### src/rtl/uart_pkg.sv
// rtl/uart_pkg.sv - shared constants, receiver state type and baud divider helper
package uart_pkg;

  localparam int OVERSAMPLE = 16;
  localparam int MID_SAMPLE = 8;

  typedef enum logic [2:0] {
    IDLE,
    START,
    DATA,
    STOP,
    WAIT_HIGH
  } rx_state_t;

  // Clocks per oversample tick, truncated, never below one.
  function automatic int calc_div(input int sys_clk, input int baud);
    int d;
    d = sys_clk / (baud * OVERSAMPLE);
    if (d < 1) d = 1;
    return d;
  endfunction

endpackage

### src/rtl/uart_rx_fifo.sv
// rtl/uart_rx_fifo.sv - first-word-fall-through synchronous FIFO for received bytes
module uart_rx_fifo #(
  parameter int AWIDTH = 4,
  parameter int DWIDTH = 8
) (
  input  logic              clk,
  input  logic              rst,
  input  logic              push,
  input  logic [DWIDTH-1:0] push_data,
  input  logic              pop,
  output logic [DWIDTH-1:0] pop_data,
  output logic              full,
  output logic              empty,
  output logic [AWIDTH:0]   count,
  output logic              drop
);

  localparam int DEPTH = 1 << AWIDTH;
  localparam logic [AWIDTH:0] FULL_CNT = DEPTH[AWIDTH:0];

  logic [DWIDTH-1:0] mem [DEPTH];
  logic [AWIDTH-1:0] wr_ptr;
  logic [AWIDTH-1:0] rd_ptr;
  logic              do_push;
  logic              do_pop;

  assign empty = (count == '0);
  assign full  = (count == FULL_CNT);

  // A pop frees the slot a same-cycle push needs, so a full FIFO still accepts.
  assign do_pop  = pop && !empty;
  assign do_push = push && (!full || do_pop);
  assign drop    = push && full && !do_pop;

  assign pop_data = empty ? '0 : mem[rd_ptr];

  always_ff @(posedge clk) begin
    if (do_push) mem[wr_ptr] <= push_data;
  end

  always_ff @(posedge clk) begin
    if (rst) begin
      wr_ptr <= '0;
      rd_ptr <= '0;
      count  <= '0;
    end else begin
      if (do_push) wr_ptr <= wr_ptr + 1'b1;
      if (do_pop)  rd_ptr <= rd_ptr + 1'b1;
      case ({do_push, do_pop})
        2'b10:   count <= count + 1'b1;
        2'b01:   count <= count - 1'b1;
        default: count <= count;
      endcase
    end
  end

endmodule

### src/rtl/uart_rx_path.sv
// rtl/uart_rx_path.sv - 8N1 UART receiver with 16x oversampling feeding a FWFT byte FIFO
module uart_rx_path
  import uart_pkg::*;
#(
  parameter int SYS_CLK_FRP = 50_000_000,
  parameter int BAUDRATE    = 115200,
  parameter int FIFO_AWIDTH = 4
) (
  input  logic                 clk,
  input  logic                 rst,
  input  logic                 uart_rx,
  output logic [7:0]           rx_data,
  output logic                 rx_valid,
  input  logic                 rx_ready,
  output logic                 frame_err,
  output logic                 overflow,
  input  logic                 clear_ovf,
  output logic [FIFO_AWIDTH:0] fifo_count
);

  localparam int DIV = calc_div(SYS_CLK_FRP, BAUDRATE);
  localparam int TCW = (DIV > 1) ? $clog2(DIV) : 1;
  localparam logic [TCW-1:0] TICK_LAST = TCW'(DIV - 1);
  localparam logic [3:0] MID_LAST = 4'(MID_SAMPLE - 1);
  localparam logic [3:0] OS_LAST  = 4'(OVERSAMPLE - 1);

  logic           sync1;
  logic           rxs;
  logic [TCW-1:0] tick_cnt;
  logic           tick;
  rx_state_t      state;
  logic [3:0]     os_cnt;
  logic [2:0]     bit_idx;
  logic [7:0]     shreg;
  logic           push;
  logic [7:0]     push_data;
  logic           fifo_empty;
  logic           fifo_full;
  logic           fifo_drop;

  always_ff @(posedge clk) begin
    if (rst) begin
      sync1 <= 1'b1;
      rxs   <= 1'b1;
    end else begin
      sync1 <= uart_rx;
      rxs   <= sync1;
    end
  end

  // Held at zero while idle so the first tick lands a fixed distance from the start edge.
  assign tick = (tick_cnt == TICK_LAST);

  always_ff @(posedge clk) begin
    if (rst || state == IDLE || tick) tick_cnt <= '0;
    else                              tick_cnt <= tick_cnt + 1'b1;
  end

  always_ff @(posedge clk) begin
    if (rst) begin
      state     <= IDLE;
      os_cnt    <= '0;
      bit_idx   <= '0;
      shreg     <= '0;
      push      <= 1'b0;
      push_data <= '0;
      frame_err <= 1'b0;
    end else begin
      push      <= 1'b0;
      frame_err <= 1'b0;
      case (state)
        IDLE: begin
          if (!rxs) begin
            state  <= START;
            os_cnt <= '0;
          end
        end
        START: begin
          if (tick) begin
            if (os_cnt == MID_LAST) begin
              os_cnt  <= '0;
              bit_idx <= '0;
              state   <= rxs ? IDLE : DATA;
            end else begin
              os_cnt <= os_cnt + 4'd1;
            end
          end
        end
        DATA: begin
          if (tick) begin
            if (os_cnt == OS_LAST) begin
              os_cnt <= '0;
              shreg  <= {rxs, shreg[7:1]};
              if (bit_idx == 3'd7) state <= STOP;
              else                 bit_idx <= bit_idx + 3'd1;
            end else begin
              os_cnt <= os_cnt + 4'd1;
            end
          end
        end
        STOP: begin
          if (tick) begin
            if (os_cnt == OS_LAST) begin
              os_cnt <= '0;
              if (rxs) begin
                push      <= 1'b1;
                push_data <= shreg;
                state     <= IDLE;
              end else begin
                frame_err <= 1'b1;
                state     <= WAIT_HIGH;
              end
            end else begin
              os_cnt <= os_cnt + 4'd1;
            end
          end
        end
        WAIT_HIGH: begin
          if (rxs) state <= IDLE;
        end
        default: state <= IDLE;
      endcase
    end
  end

  uart_rx_fifo #(
    .AWIDTH (FIFO_AWIDTH),
    .DWIDTH (8)
  ) u_fifo (
    .clk       (clk),
    .rst       (rst),
    .push      (push),
    .push_data (push_data),
    .pop       (rx_ready),
    .pop_data  (rx_data),
    .full      (fifo_full),
    .empty     (fifo_empty),
    .count     (fifo_count),
    .drop      (fifo_drop)
  );

  assign rx_valid = !fifo_empty;

  // A drop in the same cycle as clear_ovf leaves the flag set.
  always_ff @(posedge clk) begin
    if (rst)            overflow <= 1'b0;
    else if (fifo_drop) overflow <= 1'b1;
    else if (clear_ovf) overflow <= 1'b0;
  end

endmodule

### config.mk
export PLATFORM = sky130hd
export DESIGN_NAME = uart_rx_path
export DESIGN_NICKNAME = d
export VERILOG_FILES = /design/src/rtl/uart_pkg.sv /design/src/rtl/uart_rx_fifo.sv /design/src/rtl/uart_rx_path.sv
export SDC_FILE = /design/constraint.sdc
export NUM_CORES = 1
export LEC_CHECK = 0
export BUFFER_PORTS_ARGS = -buffer_cell sky130_fd_sc_hd__clkbuf_2
export CORE_MARGIN = 5
export CORE_UTILIZATION = 30
export DETAILED_ROUTE_END_ITERATION = 8
export SYNTH_ARGS = -nofsm -noshare
export SYNTH_HDL_FRONTEND = slang
export SYNTH_HIERARCHICAL = 1
export SYNTH_SLANG_ARGS = --single-unit
### constraint.sdc
create_clock -name clk -period 5.13 [get_ports clk]
set_input_delay 0.513 -clock clk [delete_from_list [all_inputs] [get_ports clk]]
set_output_delay 0.513 -clock clk [all_outputs]
set_load 0.01 [all_outputs]
; Yosys cells after proc, flatten, opt, wreduce, memory -nomap -nowiden
; Memories as Yosys holds them, arrays and structs flattened. A register that Yosys moved wholly into a read port is not among the register bits.
; Index checks and enable logic that the tools add are counted.
[totals]
ff_bits = 49
mem_bits_rw = 128
in_bits = 5
output_inout_bits = 16
elab_cells = 104
n_memories = 1
[op_classes]
add_sub_neg = 7
eq_ne = 22
muxes = 34
bitwise = 3
n_reduce_logical = 23
[mem_list]
columns = name, words, width, read_ports, rd_ports_with_merged_regs, write_ports, line_no
row1 = u_fifo.mem, 16, 8, 1, 1, 1, uart_rx_fifo.sv:21  ; logic [DWIDTH-1:0] mem [DEPTH];
[ops]
columns = op, n
row1 = 2-to-1 mux 3 bit, 15
row2 = 2-to-1 mux 4 bit, 7
row3 = != test 2 bit (second input constant), 10
row4 = case mux 3 bit (5 select lines), 1
row5 = adder 4 x 1 -> 4 bit (second input constant), 3
row6 = case mux 4 bit (3 select lines), 1
row7 = adder 5 x 1 -> 5 bit (second input constant), 2
row8 = equality test 5 bit (second input constant), 2
row9 = case mux 5 bit (2 select lines), 1
row10 = AND reduction 9 bit, 1
row11 = 2-to-1 mux 8 bit, 1
row12 = AND reduction 4 bit, 2
row13 = equality test 3 x 2 -> 1 bit (second input constant), 2
row14 = equality test 3 bit (second input constant), 2
row15 = 2-to-1 mux 1 bit, 6
row16 = case mux 3 bit (2 select lines), 1
row17 = AND reduction 6 bit, 1
row18 = nonzero test 2 bit, 3
row19 = logical NOT 5 bit, 1
row20 = subtractor 5 x 1 -> 5 bit (second input constant), 1
row21 = equality test 4 x 3 -> 1 bit (second input constant), 1
row22 = equality test 4 bit (second input constant), 1
row23 = logical AND 1 bit, 4
row24 = OR reduction 4 bit, 1
row25 = other kinds (13), 19

; Depth between registers and ports, before layout
; Gate-level depths: netlist of the first run.
[logic_depth]
depth_word = 7
mapped_depth = 9
depth_no_buf = 8

; Modules after synthesis
; The synthesis of the first run kept the hierarchy.
[modules_own_cells]
columns = mod, instances, cells_per_inst, area_each_um2, seq_area_each_um2
row1 = uart_rx_fifo, 1, 319, 5929.4, 4184.0
row2 = uart_rx_path, 1, 169, 1620.3, 720.7

; Worst setup path after synthesis of the first run
; Ideal clock, no wire load.
[synth_path]
path_kind = flip-flop to flip-flop
start = register u_fifo.count[4]
end = register u_fifo.count[4]
setup_time_ns = 0.121
arrival_ns = 2.194
required_time_ns = 5.009
setup_slack_ns = 2.815
stages_incl_launch_ff = 10
n_path_buf = 1
synth_period_minus_slack_ns = 2.315
cell_sequence = dfxtp_1 -> buf_2 -> inv_1 -> a21oi_1 -> xor2_1 -> ha_1 -> o31a_1 -> a2111oi_0 -> a311oi_1 -> mux2_2
[synth_between]
elab_chain_len = 7
elab_cells_between_ends = 13
classes_between = 2 x add/sub / 3 x eq/ne / 1 x mux / 7 x reduce/logical
[synth_lines]
columns = item, line_no
row1 = start: declaration, uart_rx_fifo.sv:14  ; output logic [AWIDTH:0] count,
row2 = start signal: assignment, uart_rx_fifo.sv:50  ; 2'b10: count <= count + 1'b1;
row3 = start signal: assignment, uart_rx_fifo.sv:51  ; 2'b01: count <= count - 1'b1;
row4 = start signal: assignment, uart_rx_fifo.sv:52  ; default: count <= count;
row5 = logical NOT 5 bit, uart_rx_fifo.sv:27  ; assign empty = (count == '0);
row6 = logical NOT 1 bit, uart_rx_fifo.sv:31  ; assign do_pop = pop && !empty;
row7 = logical AND 1 bit, uart_rx_fifo.sv:31
row8 = logical OR 1 bit, uart_rx_fifo.sv:32  ; assign do_push = push && (!full || do_pop);
row9 = logical AND 1 bit, uart_rx_fifo.sv:32
row10 = equality test 2 x 1 -> 1 bit / equality test 2 bit (equally long branches), uart_rx_fifo.sv:49  ; case ({do_push, do_pop})
row11 = case mux 5 bit (2 select lines) / nonzero test 2 bit (equally long branches), -
; Several ways; a longest one is shown, not always the timed one.
; A chain may end at the register's enable or synchronous reset.

==> results.toml, run 1 <==
[outcome]
status = "complete, no violations"

[worst_setup_path]
slowest_delay_ns = 0.66
arrival_ns = 2.56
critPathTopFamily = "multiplexers"
r2r_slack_ns = 2.45
critPathBufInv = 2
crit_cells = 5
crit_fanout = 18
endpoint = "rx_data[2]"
crit_path_start_kind = "flip-flop"
crit_chain = "buf_4, mux4_2, mux2i_1, o22ai_1, clkbuf_2"
critPathCaptureType = "output pin"
critPathRequiredTime_ns = 4.62
slowest_stage = "dfxtp_2"
path_class = "reg -> out"
timing.rr.end = "u_fifo/count[4]$_SDFFE_PP0P_"
r2r_cells = 8
r2r-start = "u_fifo/count[4]$_SDFFE_PP0P_"

[detailed_routing]
via_per_inst = 4.99
drtAntennaViolNets = 0
dr.pass1.iters = 4
wirelength_um = 15400
routedWlPerCell_um = 18.3
drc = 0
initialDrtViolationCount = 340
via_count = 4203

[finish]
antennaDiodeCount = 0
area_growth_pct = 12.4
drive_above_1_share = 0.201
stdcell_count = 843
fin_util = 0.340
fin_area_um2 = 8480
layout.nets = 518

[run]
drv_cap = 0

[die]
rows = 58
die-area_um2 = 28400
start_util = 0.302
die_h_um = 169
pin_count = 21
core_area_um2 = 25000
die_width_um = 169

[hold_path]
hold_class = "in -> reg"
worstHoldPathCells = 2

[clocking]
cts.clk_slew.worst_paths_ns = 0.07
cts_tree = "yes"
post-cts-setup-buffers = 0
insertion_delay_ns = 0.43
cts_buffers = 17
ctsHtreeMaxLevel = 4
clock-sinks = 181
root_buffer = "clkbuf_16"
cts_hold_buf = 0
clock_path_buffers = 2
ctsResizeCount = 0

[synthesis]
syn_nets = 504
synthesis.area_per_instance_um2 = 15.5
syn_inst = 487
mappedNetlistArea_um2 = 7550
ys_warn_count = 6

[timing]
post-route-period-util = 0.600
fmax_mhz = 325
maxSlewViolCount = 0
tns_ns = 0
setup_violations = 0
finalClockSkew_ns = 0.0123
worst_pin_slew_ns = 1.09
whs_ns = 0.266
final.min_clock_period_ns = 3.08
finalHoldViolations = 0
rsz0062_at_grt = "false"
maxSlewHeadroom = 0.271

[placement]
dp.cells = 812
place_area_um2 = 7930
place_congestion = 0.770
dpl.hpwl_um = 10200
io_buffers = 20

[power_and_ir_drop]
p_leak_nw = 2.84
power.density_nw_per_um2 = 418
peakVddDrop_v = 0.000262

[grt]
grt_start_max_net_pins = 49
grt-ovfl-total = 0
grt_use_total = 0.111
antenna_found_initial = 0
grt_pass1_wl_um = 23900
grt_pass1_vias = 4128
[state kept, by name (all words and copies together), names as in the netlist, 4 cells and up, named ones only]
register	count
u_fifo/mem	128
push_data	8
shreg	8
tick_cnt	5
u_fifo/count	5
os_cnt	4
u_fifo/rd_ptr	4
u_fifo/wr_ptr	4
[layout by cell type, fill, tap and decap left out, types with 3 or more instances in the layout]
cell type,count
mux4_2,32
a21oi_1,15
and4_1,4
clkinvlp_4,3
clkbuf_2,20
o21ai_2,3
and3_1,10
xnor2_1,3
nand2_1,7
a211oi_1,4
and2_1,7
nand3_1,5
o21ai_0,5
o22ai_1,8
ha_1,12
inv_1,8
nor2_1,40
nand2b_1,5
or3_1,3
inv_6,6
or4_1,4
clkbuf_16,17
mux2i_1,35
or2_2,5
edfxtp_1,128
o211ai_1,6
dfxtp_1,51
xor2_1,9
nor3_1,3
[through the flow]
step / power, W / worst slack [ns]
finish: 0.00355 / 2.05
CTS: 0.00358 / 1.98
detailed placement: 0.00237 / 2.45
global placement: 0.00235 / 2.46
global route: 0.00370 / 1.80
floorplan: 0.00220 / 2.81
[report_power, final]
group	switching (W)	leakage (nW)	internal [W]	total, W
registers	0.000108	1.62	0.00157	0.00168
clock network	0.000571	0.259	0.000633	0.00120
logic	0.000335	0.961	0.000327	0.000662
total	0.00101	2.84	0.00253	0.00355
[area by class of cell]
cell class,count,area (um2)
fillers,2418,16500
flip-flops and latches,181,4910
multi-input cells,272,2480
clock buffers,18,429
well taps,330,413
clock inverters,13,116
repair buffers,21,108
inverters,8,30.0
[worst min path at each step]
| stage | from | endpoint | slack, ns |
|---|---|---|---|
| floorplan | sync1$_SDFF_PP1_ | rxs$_SDFF_PP1_ | 0.39 |
| global placement | sync1$_SDFF_PP1_ | rxs$_SDFF_PP1_ | 0.39 |
| detailed placement | sync1$_SDFF_PP1_ | rxs$_SDFF_PP1_ | 0.40 |
| CTS | uart_rx | sync1$_SDFF_PP1_ | 0.24 |
| global route | uart_rx | sync1$_SDFF_PP1_ | 0.24 |
| finish | uart_rx | sync1$_SDFF_PP1_ | 0.27 |
[per-layer routing]
metal  share of wire  GRT usage
met5               0          0
met2            0.49      0.177
met3           0.044     0.0259
met1            0.46      0.149
met4           0.014     0.0360
No activity file was read; power rests on OpenSTA's default activity.
==> run 2, diff against run 1 <==
==> constraint.sdc (replaced) <==
create_clock -name clk -period 2.5 [get_ports clk]
set_input_delay 0.25 -clock clk [delete_from_list [all_inputs] [get_ports clk]]
set_output_delay 0.25 -clock clk [all_outputs]
set_load 0.01 [all_outputs]
==> results.toml, run 2 (same netlist as run 1, synthesis figures left out) <==
[outcome]
status = "complete, no violations"

[die]
core_area_um2 = 25000
die-area_um2 = 28400
rows = 58
die_h_um = 169
die_width_um = 169
pin_count = 21
start_util = 0.302

[timing]
fmax_mhz = 415
finalHoldViolations = 0
post-route-period-util = 0.964
rsz0062_at_grt = "false"
maxSlewViolCount = 0
final.min_clock_period_ns = 2.41
tns_ns = 0
maxSlewHeadroom = 0.474
setup_violations = 0
finalClockSkew_ns = 0.0105
worst_pin_slew_ns = 0.789

[grt]
grt_use_total = 0.109
antenna_found_initial = 0
grt_pass1_vias = 4371
grt-ovfl-total = 0
grt_start_max_net_pins = 38
grt_pass1_wl_um = 23900

[finish]
top_regs = "u_fifo/mem x128, push_data x8, shreg x8"
regMostFlops = "u_fifo/mem"
drive_above_1_share = 0.225
antennaDiodeCount = 0
area_growth_pct = 15.1
fill_cells = 2405
mostFrequentLayoutCell = "edfxtp_1"
layout.nets = 533
layout_common_cells = "128 x edfxtp_1, 52 x dfxtp_1, 39 x nor2_1, 35 x mux2i_1, 32 x mux4_2"
largest_reg_flops = 128
fin_area_um2 = 8680

[power_and_ir_drop]
peakVddDrop_v = 0.000501
power.density_nw_per_um2 = 878
p_leak_nw = 2.94

[detailed_routing]
dr.pass1.iters = 5
drc = 0
initialDrtViolationCount = 397
wirelength_um = 15000
via_count = 4250
drtAntennaViolNets = 0
via_per_inst = 4.95
routedWlPerCell_um = 17.5

[worst_setup_path]
slowest_stage = "or4_4"
crit_path_start_kind = "flip-flop"
critPathTopFamily = "simple AND/OR/NAND/NOR gates"
critPathBufInv = 2
path_class = "reg -> out"
critPathCaptureType = "output pin"
crit_fanout = 9
critPathRequiredTime_ns = 2.25
crit_chain = "buf_4, or4_4, nor2_2, or2_4, o22ai_1, clkbuf_2"
r2r_slack_ns = 0.14
arrival_ns = 2.16
slowest_delay_ns = 0.59

[placement]
dpl.hpwl_um = 9830
place_area_um2 = 8060
io_buffers = 20
place_congestion = 0.789

[clocking]
cts_tree = "yes"
ctsHtreeMaxLevel = 4
insertion_delay_ns = 0.44
clock-sinks = 181
clock_path_buffers = 2
cts.clk_slew.worst_paths_ns = 0.07
root_buffer = "clkbuf_16"
cts_buffers = 17

[run]
drv_cap = 0

[hold_path]
hold_class = "in -> reg"
-- run 2: changes by cell type in the layout (fill, tap and decap cells not counted), sizes merged --
cell,change
buf,+14
inv,+2
clkbuf,-1
dlygate4sd3,+1
-- run 2: metrics by stage --
| stage | hold slack [ns] | setup WS (ns) | util | power (W) | std cells |
|---|---|---|---|---|---|
| CTS | 0.0855 | 0.0534 | 0.348 | 0.00766 | 859 |
| global placement | 0.398 | 0.180 | 0.323 | 0.00496 | 824 |
| finish | 0.0998 | 0.0895 | 0.348 | 0.00762 | 859 |
| global route | 0.156 | 0.00567 | 0.348 | 0.00795 | 859 |
| floorplan | 0.354 | 0.185 | - | 0.00452 | 487 |
| detailed placement | 0.397 | 0.112 | 0.323 | 0.00499 | 824 |
-- run 2: where the power goes --
group / switching, W / internal, W
Sequential: 0.0000734 / 0.00323
Clock: 0.00126 / 0.00133
Combinational: 0.000900 / 0.000824
-- run 2: metal layers --
metal  vias to the layer above  global-route usage  share of wire
li1                       1953                   -              -
met3                        17              0.0325          0.060
met1                      2159               0.145           0.45
met2                       121               0.172           0.48
met5                         -                   0              0
met4                         0              0.0374          0.013
-- run 2: cell type report --
cell class | instances | area [um2] | area share
Inverter | 8 | 30.0 | 0.00346
Sequential cell | 181 | 4910 | 0.565
Multi-Input combinational cell | 272 | 2490 | 0.287
Timing Repair Buffer | 36 | 260 | 0.0300
Tap cell | 330 | 413 | 0.0476
Clock inverter | 15 | 153 | 0.0176
Clock buffer | 17 | 425 | 0.0490
-- run 2: path summary, 6_finish.rpt --
| path | endpoint | from | cells after the start |
|---|---|---|---|
| setup / recovery | rx_data[0] | u_fifo/count[2]$_SDFFE_PP0P_ | 6 |
| hold / removal | overflow$_SDFFE_PP0P_ | clear_ovf | 4 |
| setup reg to reg | u_fifo/count[4]$_SDFFE_PP0P_ | u_fifo/count[3]$_SDFFE_PP0P_ | 8 |
| hold reg to reg | rxs$_SDFF_PP1_ | sync1$_SDFF_PP1_ | 1 |
-- run 2: tightest hold or removal path: stages --
cell	delay (ns)
clkbuf_2	0.08
inv_1	0.04
a21oi_1	0.05
nor2_1	0.07
-- run 2: timing repair --
action | 4_1_cts | 5_1_grt
hold endpoints to repair | 1 | 0
resized for setup | 3 | 3
pin swaps | 1 | 1
endpoints found under the setup margin | 8 | 2
hold buffers | 1 | 0
buffers inserted | 2 | 0
